===== src/rtl/seg7_scan_decoder.sv =====
// Recovers a 4-digit hex value from a multiplexed, active-low 7-segment scan bus.
// Stable one-hot digit samples are decoded into slots; a full set of four produces one frame.
module seg7_scan_decoder #(
  parameter int STABLE_CYCLES  = 4,
  parameter int TIMEOUT_CYCLES = 65535
) (
  input  logic        clk,
  input  logic        rst_n,
  input  logic [6:0]  seg,
  input  logic [3:0]  an,
  output logic [15:0] value,
  output logic        valid,
  output logic        err,
  output logic [3:0]  digit_err,
  output logic        timeout
);

  localparam int CW = $clog2(STABLE_CYCLES + 1);
  localparam int IW = $clog2(TIMEOUT_CYCLES + 1);
  localparam logic [CW-1:0] STABLE_MAX  = CW'(STABLE_CYCLES);
  localparam logic [CW-1:0] STABLE_LAST = CW'(STABLE_CYCLES - 1);
  localparam logic [IW-1:0] IDLE_LAST   = IW'(TIMEOUT_CYCLES - 1);

  typedef enum logic {IDLE, COLLECT} state_t;

  state_t          state, state_n;
  logic [10:0]     s_meta, s_sync, s_prev;
  logic [CW-1:0]   stab_cnt;
  logic [IW-1:0]   idle_cnt, idle_n;
  logic [3:0]      seen, seen_n, pend, pend_n;
  logic [15:0]     slots, slots_n;
  logic [3:0]      an_s;
  logic [6:0]      seg_s;
  logic [1:0]      slot_idx;
  logic            slot_ok;
  logic            accept;
  logic [4:0]      dec;
  logic [15:0]     wr_slots;
  logic [3:0]      wr_pend, wr_seen;
  logic            fire, tmo;

  function automatic logic [4:0] seg_decode(input logic [6:0] p);
    case (p)
      7'h40: return 5'h00;
      7'h79: return 5'h01;
      7'h24: return 5'h02;
      7'h30: return 5'h03;
      7'h19: return 5'h04;
      7'h12: return 5'h05;
      7'h02: return 5'h06;
      7'h58: return 5'h07;
      7'h00: return 5'h08;
      7'h10: return 5'h09;
      7'h08: return 5'h0A;
      7'h03: return 5'h0B;
      7'h46: return 5'h0C;
      7'h21: return 5'h0D;
      7'h06: return 5'h0E;
      7'h0E: return 5'h0F;
      default: return 5'h10;  // error flag set, nibble 0
    endcase
  endfunction

  always_ff @(posedge clk or negedge rst_n) begin
    if (!rst_n) begin
      s_meta   <= '1;
      s_sync   <= '1;
      s_prev   <= '1;
      stab_cnt <= '0;
    end else begin
      s_meta <= {an, seg};
      s_sync <= s_meta;
      s_prev <= s_sync;
      if (s_sync != s_prev)
        stab_cnt <= '0;
      else if (stab_cnt != STABLE_MAX)
        stab_cnt <= stab_cnt + 1'b1;
    end
  end

  always_comb begin
    an_s     = s_sync[10:7];
    seg_s    = s_sync[6:0];
    slot_ok  = 1'b1;
    slot_idx = 2'd0;
    case (an_s)
      4'b1110: slot_idx = 2'd0;
      4'b1101: slot_idx = 2'd1;
      4'b1011: slot_idx = 2'd2;
      4'b0111: slot_idx = 2'd3;
      default: slot_ok  = 1'b0;
    endcase
    // Counter saturates, so this transition occurs once per stable period.
    accept = (s_sync == s_prev) && (stab_cnt == STABLE_LAST) && slot_ok;
    dec    = seg_decode(seg_s);
  end

  always_ff @(posedge clk or negedge rst_n) begin
    if (!rst_n) state <= IDLE;
    else        state <= state_n;
  end

  always_comb begin
    state_n  = state;
    seen_n   = seen;
    pend_n   = pend;
    slots_n  = slots;
    idle_n   = idle_cnt;
    fire     = 1'b0;
    tmo      = 1'b0;
    wr_slots = slots;
    wr_slots[{slot_idx, 2'b00} +: 4] = dec[3:0];
    wr_pend  = pend;
    wr_pend[slot_idx] = dec[4];
    wr_seen  = seen;
    wr_seen[slot_idx] = 1'b1;
    case (state)
      IDLE: begin
        if (accept) begin
          state_n = COLLECT;
          seen_n  = wr_seen;
          pend_n  = wr_pend;
          slots_n = wr_slots;
          idle_n  = '0;
        end
      end
      COLLECT: begin
        // Acceptance is tested first so it pre-empts a coincident timeout.
        if (accept) begin
          slots_n = wr_slots;
          idle_n  = '0;
          if (&wr_seen) begin
            fire    = 1'b1;
            seen_n  = '0;
            pend_n  = '0;
            state_n = IDLE;
          end else begin
            seen_n = wr_seen;
            pend_n = wr_pend;
          end
        end else if (idle_cnt == IDLE_LAST) begin
          tmo     = 1'b1;
          seen_n  = '0;
          pend_n  = '0;
          idle_n  = '0;
          state_n = IDLE;
        end else begin
          idle_n = idle_cnt + 1'b1;
        end
      end
      default: state_n = IDLE;
    endcase
  end

  always_ff @(posedge clk or negedge rst_n) begin
    if (!rst_n) begin
      seen      <= '0;
      pend      <= '0;
      slots     <= '0;
      idle_cnt  <= '0;
      value     <= '0;
      valid     <= 1'b0;
      err       <= 1'b0;
      digit_err <= '0;
      timeout   <= 1'b0;
    end else begin
      seen     <= seen_n;
      pend     <= pend_n;
      slots    <= slots_n;
      idle_cnt <= idle_n;
      valid    <= fire;
      timeout  <= tmo;
      if (fire) begin
        value     <= wr_slots;
        digit_err <= wr_pend;
        err       <= |wr_pend;
      end
    end
  end

endmodule

===== config.mk =====
export PLATFORM = sky130hd
export DESIGN_NAME = seg7_scan_decoder
export DESIGN_NICKNAME = d
export VERILOG_FILES = /design/src/rtl/seg7_scan_decoder.sv
export SDC_FILE = /design/constraint.sdc
export NUM_CORES = 1
export LEC_CHECK = 0
export BUFFER_PORTS_ARGS = -buffer_cell sky130_fd_sc_hd__buf_2
export CORE_ASPECT_RATIO = 1.2
export CORE_MARGIN = 1
export CORE_UTILIZATION = 54
export DETAILED_ROUTE_END_ITERATION = 7
export MAX_ROUTING_LAYER = met4
export PLACE_DENSITY_LB_ADDON = 0.05
export SYNTH_ARGS = -nofsm -noshare
export SYNTH_HDL_FRONTEND = slang
export SYNTH_SLANG_ARGS = --single-unit

===== constraint.sdc =====
create_clock -name clk -period 2.9 [get_ports clk]
set_input_delay 0.87 -clock clk [delete_from_list [all_inputs] [get_ports clk]]
set_output_delay 0.87 -clock clk [all_outputs]
set_load 0.02 [all_outputs]

### Yosys cells after proc, flatten, opt, wreduce, memory -nomap -nowiden

Index checks and enable logic that the tools add are counted.
Widths: inputs -> output; s select.

| word-level totals | value |
|---|---|
| register bits after elaboration | 100 |
| bits of input ports | 13 |
| output and inout bits | 23 |
| word-level logic and storage cells | 92 |

| operators by class | value |
|---|---|
| $add $sub $neg | 3 |
| magnitude comparators | 2 |
| eq/ne operators | 26 |
| shift-type cells | 2 |
| muxes and demuxes | 34 |
| bitwise operators | 2 |
| reductions and logical operators | 9 |

Operators with widths:

| operator | number |
|---|---|
| $pmux 5 s16 | 1 |
| $mux 16 | 4 |
| $pmux 16 s2 | 1 |
| $eq 7x7->1 const B | 4 |
| $mux 4 | 7 |
| $eq 7x5->1 const B | 3 |
| $eq 7x6->1 const B | 3 |
| $add 16x1->16 const B | 1 |
| $bwmux 16 | 1 |
| $eq 16x16->1 const B | 1 |
| $pmux 4 s2 | 2 |
| $shift 4x6->16 const A | 1 |
| $shiftx 4x6->16 | 1 |
| $eq 7x2->1 const B | 2 |
| $eq 7x4->1 const B | 2 |
| $eq 4x4->1 const B | 3 |
| $mux 1 | 12 |
| $eq 11x11->1 | 1 |
| $ne 11x11->1 | 1 |
| $reduce_or 4->1 | 2 |
| $eq 7x3->1 const B | 1 |
| $logic_not 7->1 | 1 |
| $mux 3 | 2 |
| $neg 4->6 | 1 |
| other kinds (18) | 20 |

### Depth between registers and ports, before layout

| logic depth | value |
|---|---|
| depth in word-level cells | 11 |
| mapped depth | 11 |
| gate-level depth less buffers | 9 |

### Worst setup path before layout

Ideal clock, no wire load.

| timing path | value |
|---|---|
| path type | flip-flop to flip-flop |
| start | register s_sync[10] |
| end | register value[10] |
| arrival time | 2593 ps |
| setup slack | 225 ps |
| cell stages (with the launch flop) | 11 |
| buffers on the path | 2 |
| clock period less this slack | 2675 ps |
| cells stage by stage | dfstp_2 > xor2_1 > nand3_1 > inv_1 > ha_1 > buf_2 > o22ai_1 > nor3_1 > clkbuf_1 > a21oi_1 > a31oi_1 |

| on the way | value |
|---|---|
| word-level cells in the longest chain between the ends | 11 |
| elaborated cells between the ends (all ways) | 24 |
| classes of those cells | add/sub (1); order compare (2); eq/ne (5); shift (2); mux (8); bitwise (1); reduce/logical (5) |

RTL lines:

| item | RTL line | text |
|---|---|---|
| start, declared | 27 | `logic [10:0] s_meta, s_sync, s_prev;` |
| start signal, assigned | 72 | `s_sync <= s_meta;` |
| $eq 4x3->1 or $eq 4x4->1 (tied branches) | 86 | `case (an_s)` |
| $pmux 2 s3 | 86 |  |
| $lt 2x3->1 (implied by the code) or $ge 2x1->1 (tied branches) | 116 | `wr_seen[slot_idx] = 1'b1;` |
| $logic_and 1x1->1 (implied by the code) | 116 |  |
| $mux 1 (implied by the code) | 116 |  |
| $demux 1 s2 | 116 |  |
| $or 4x4->4 (no line) | - |  |
| $reduce_and 4->1 | 132 | `if (&wr_seen) begin` |
| $mux 1 | 132 |  |
| $mux 1 | 129 | `if (accept) begin` |
| $mux 1 | 117 | `case (state)` |
| end signal, assigned | 174 | `value <= wr_slots;` |
| end, declared | 11 | `output logic [15:0] value,` |

Parallel ways exist; a longest one is shown, timed or not.
A chain may end at the register's enable or synchronous reset.

### Worst setup path after layout

| timing path | value |
|---|---|
| start | register s_sync[10] |
| end | register digit_err[1] |

| on the way | value |
|---|---|
| word-level cells in the longest chain between the ends | 11 |
| elaborated cells between the ends (all ways) | 21 |
| classes of those cells | order compare (2); eq/ne (5); mux (8); bitwise (1); reduce/logical (5) |

RTL lines:

| item | RTL line | text |
|---|---|---|
| $eq 4x3->1 or $eq 4x4->1 (tied branches) | 86 |  |
| $pmux 2 s3 | 86 |  |
| $lt 2x3->1 (implied by the code) or $ge 2x1->1 (tied branches) | 114, 116 |  |
| $logic_and 1x1->1 (implied by the code) | 114, 116 |  |
| $mux 1 (implied by the code) | 114, 116 |  |
| $demux 1 s2 | 114, 116 |  |
| $or 4x4->4 (no line) | - |  |
| $reduce_and 4->1 | 132 |  |
| $mux 1 | 132 |  |
| $mux 1 | 129 |  |
| $mux 1 | 117 |  |
| end signal, assigned | 175 | `digit_err <= wr_pend;` |
| end, declared | 14 | `output logic [3:0] digit_err,` |

Parallel ways exist; a longest one is shown, timed or not.

==> parameters.txt <==
Parameter                              Value

Floorplanning
  Die X ... 89.9 um
  Area of the die ... 0.00967 mm2
  Initial cell density of the core ... 55.4%
  Chip height ... 108 um
  Core area ... 0.00903 mm2
  Number of ports placed on the die boundary ... 36
  Std cell rows ... 38

Finish
  Diodes inserted ... 0
  Area taken by flip-flops and latches ... 0.00254 mm2
  Post-synthesis to final-layout area growth ... 10.5%
  Final instance area ... 0.00554 mm2
  Final net count ... 555
  Post-Layout Cell Count ... 658
  Most frequent standard cell in the layout excluding fill and tap cells ... sky130_fd_sc_hd__dfrtp_1
  Number of fill cells in the layout ... 806
  Area occupied by multi-input gates ... 0.00228 mm2
  Share of final-layout standard cells stronger than drive strength 1 ... 21.4%
  Most used cells in the layout excluding fill and tap cells ... sky130_fd_sc_hd__dfrtp_1, sky130_fd_sc_hd__nand2_1, sky130_fd_sc_hd__o21ai_0

Timing
  Headroom to the max-slew limit ... 40.8%
  Slew at the pin closest to its max-slew limit ... 0.879 ns
  Count of endpoints failing hold in the final timing report ... 0
  Final count of pins violating max slew ... 0
  Shortest clock period the worst path allows after layout ... 2.62 ns
  Setup TNS after final layout ... 0 ns
  Final WS setup ... 0.280 ns
  Number of endpoints failing setup at the final stage ... 0
  Unrepaired setup endpoints after global routing ... false
  Maximum clock rate ... 0.382 GHz
  Worst-case clock skew ... 0.0115 ns
  Fin crit share ... 90.4%

Run status
  Outcome ... finished clean

Synthesis
  Count of cell types in the netlist ... 62
  Flop and latch count out of synthesis ... 100
  Most used flip-flop cell after synthesis ... sky130_fd_sc_hd__dfrtp_1
  Number of synthesized flops with an enable pin ... 0
  Cell count after synthesis ... 499
  Post-synthesis sequential area ratio ... 50.8%
  Post-Synthesis Mean Instance Area ... 10.0 um2
  Post-Syn Area ... 0.00501 mm2
  FFs w/ async S/R, synth ... 100%
  Synthesized netlist net count ... 521
  Warnings, synthesis ... 0

Clock network
  Skew-Pair Late Insertion Delay ... 0.37 ns
  Clock tree from TritonCTS ... done
  H-tree Lvls ... 3
  Clock root buffer ... sky130_fd_sc_hd__clkbuf_8
  Number of CTS-inserted buffers ... 9
  Post-CTS sizing ... 0
  CTS sink count ... 100
  Postcts setup bufs ... 0
  Clock-pin transition on the worst setup and hold timing paths ... 0.10 ns
  CTS Hold Buffers Added ... 0
  Buffers from clock root to sink, at most ... 2

Power and ir drop
  Switching Fraction ... 25.1%
  Power share of the sequential group ... 59.4%
  Power share of the clock group ... 34.9%
  Cell Int Power ... 0.00185 W
  Net load switching power ... 0.000623 W
  Worst supply voltage drop on vdd ... 0.368 mV
  Standby leakage power ... 2.29 nW
  Proportion of power drawn by combinational gates ... 5.7%
  Power per standard cell area ... 448 mW/mm2

Setup path
  Worst Setup End Kind ... register
  Critical Path Source ... s_sync[10]
  Highest net fanout along the worst path ... 12
  Source of the worst register-to-register timing path ... s_sync[10]
  Data arrival at the endpoint of the critical path ... 2.91 ns
  Critical path required time ... 3.19 ns
  Crit path launch type ... register
  Crit Path Category ... register to register

Detailed routing
  Total Routed Length ... 11600 um
  Antenna-violating nets left ... 0
  Number of detailed-route iterations in the first pass ... 4
  First-iteration detailed-routing DRC count ... 297
  DRC violation count after routing ... 0
  Total vias in the final route ... 4055
  Per-cell routed wire length ... 17.6 um
  Detailed-route vias per instance ... 6.16

GRT
  Number of global-route vias before repair ... 3940
  Initial antenna violation count ... 0
  Global route total overflow ... 0
  Largest net degree at the start of global routing ... 46
  Total GRT Usage ... 26.3%
  First-pass GRT wire length ... 19400 um

Placed design
  Setup Slack @ Placement ... 0.331 ns
  Last weighted congestion value of the routability-driven placer ... 0.882
  Number of port buffers ... 35
  Placed wire-length estimate after detailed placement ... 8150 um
  Post-place instance area ... 0.00535 mm2
  Instance count after placement with tap cells included ... 642

Min path
  Startpoint of the most critical hold path ... s_meta[10]
  Type of the worst min-delay path ... register to register

Flow run
  Maxcap violations ... 0
## registers in the layout, summed over array words and instances (netlist names), 3 cells and up
name       count
slots         16
idle_cnt      16
s_sync        11
digit_err      4
pend           4
stab_cnt       3
s_meta        11
value         16
s_prev        11
seen           4
## cell usage after synthesis, types with 2 or more instances
| master | n | share of area (%) |
|---|---|---|
| sky130_fd_sc_hd__buf_2 | 16 | 1.6 |
| sky130_fd_sc_hd__o211ai_1 | 4 | 0.60 |
| sky130_fd_sc_hd__nand4_1 | 11 | 1.4 |
| sky130_fd_sc_hd__or4b_1 | 3 | 0.60 |
| sky130_fd_sc_hd__or3b_2 | 2 | 0.35 |
| sky130_fd_sc_hd__nand2_1 | 50 | 3.7 |
| sky130_fd_sc_hd__a31oi_1 | 25 | 3.1 |
| sky130_fd_sc_hd__nor4b_1 | 2 | 0.35 |
| sky130_fd_sc_hd__o21ai_1 | 2 | 0.20 |
| sky130_fd_sc_hd__a2bb2oi_1 | 4 | 0.70 |
| sky130_fd_sc_hd__xor2_1 | 14 | 2.4 |
| sky130_fd_sc_hd__o22ai_1 | 3 | 0.37 |
| sky130_fd_sc_hd__nor3_1 | 9 | 0.90 |
| sky130_fd_sc_hd__nor4_2 | 3 | 0.75 |
| sky130_fd_sc_hd__nand3_1 | 28 | 2.8 |
| sky130_fd_sc_hd__o2bb2ai_1 | 8 | 1.4 |
| sky130_fd_sc_hd__and3_1 | 7 | 0.87 |
| sky130_fd_sc_hd__dfrtp_1 | 67 | 33 |
| sky130_fd_sc_hd__o31ai_1 | 9 | 1.3 |
| sky130_fd_sc_hd__mux2i_1 | 4 | 0.80 |
| sky130_fd_sc_hd__ha_1 | 9 | 2.2 |
| sky130_fd_sc_hd__nor2b_1 | 5 | 0.62 |
| sky130_fd_sc_hd__a211o_1 | 2 | 0.35 |
| sky130_fd_sc_hd__nand4b_1 | 5 | 0.87 |
| sky130_fd_sc_hd__o21ai_0 | 39 | 3.9 |
| sky130_fd_sc_hd__nor4_1 | 12 | 1.5 |
| sky130_fd_sc_hd__nor2_1 | 12 | 0.90 |
| sky130_fd_sc_hd__nand3b_1 | 4 | 0.60 |
| sky130_fd_sc_hd__or4_1 | 4 | 0.60 |
| sky130_fd_sc_hd__or3_1 | 9 | 1.1 |
| sky130_fd_sc_hd__inv_1 | 14 | 1.0 |
| sky130_fd_sc_hd__a21oi_1 | 37 | 3.7 |
| sky130_fd_sc_hd__a31o_1 | 4 | 0.70 |
| sky130_fd_sc_hd__clkbuf_1 | 12 | 0.90 |
| sky130_fd_sc_hd__dfstp_2 | 33 | 17 |
## worst paths after layout
check	end	slack (ns)	cells after the start
max	digit_err[1]	0.28	9
min	s_sync[10]	0.36	0
max reg2reg	digit_err[1]	0.28	9
min reg2reg	s_sync[10]	0.36	0
max in group asynchronous	s_meta[0]	1.76	2
min in group asynchronous	idle_cnt[4]	0.42	1
## power by group through the flow
stage | Combinational, W | Clock, W | Sequential (W)
3_3_place_gp | 0.000139 | 0 | 0.00150
4_1_cts | 0.000142 | 0.000891 | 0.00147
6_report | 0.000140 | 0.000865 | 0.00147
5_1_grt | 0.000158 | 0.000941 | 0.00148
3_5_place_dp | 0.000142 | 0 | 0.00150
2_1_floorplan | 0.0000946 | 0 | 0.00148
## worst max-delay path, stage by stage (launching register included)
cell and delay [ns]:
sky130_fd_sc_hd__dfstp_2 0.60, sky130_fd_sc_hd__xor2_1 0.16, sky130_fd_sc_hd__nand3_1 0.20, sky130_fd_sc_hd__inv_1 0.23
sky130_fd_sc_hd__ha_1 0.20, sky130_fd_sc_hd__o22ai_1 0.12, sky130_fd_sc_hd__or3_1 0.42, sky130_fd_sc_hd__nor3_2 0.19
sky130_fd_sc_hd__buf_4 0.24, sky130_fd_sc_hd__a2bb2oi_1 0.18
## per-stage QoR
stage,total power (W),utilization [%],hold WS [ns]
after floorplan,0.00157,-,0.345
after global placement,0.00164,59.2,0.345
after detailed placement,0.00164,59.2,0.347
after CTS,0.00251,61.3,0.362
after global routing,0.00258,61.3,0.364
final,0.00248,61.3,0.361
## logic make-up after synthesis
| logic type | count (synthesis) | share of synthesized area, % |
|---|---|---|
| buf+inv | 43 | 3.77 |
| flops | 100 | 50.8 |
| mux | 4 | 0.799 |
| xor+xnor | 15 | 2.62 |
| fa+ha+maj | 9 | 2.25 |
| simple gates | 179 | 20.6 |
| compound gates | 149 | 19.2 |
## metal layers
| metal | part of all wire, % | up-vias | routed length (um) | GRT usage, % |
|---|---|---|---|---|
| met1 | 43 | 1993 | 5050 | 32.5 |
| met3 | 4.7 | 16 | 540 | 4.94 |
| li1 | - | 1938 | - | - |
| met2 | 50 | 108 | 5830 | 43.5 |
| met5 | 0 | - | 0 | - |
| met4 | 1.6 | 0 | 189 | 9.79 |
## layout make-up
cell class              count  share of cell area, %
multi-input cells         356                   41.2
well taps                 120                   2.71
repair buffers             52                   5.74
flip-flops and latches    100                   46.0
clock inverters             5                  0.701
inverters                  14                  0.949
clock buffers              11                   2.74
Note: power is estimated with default switching activity, not from simulation.
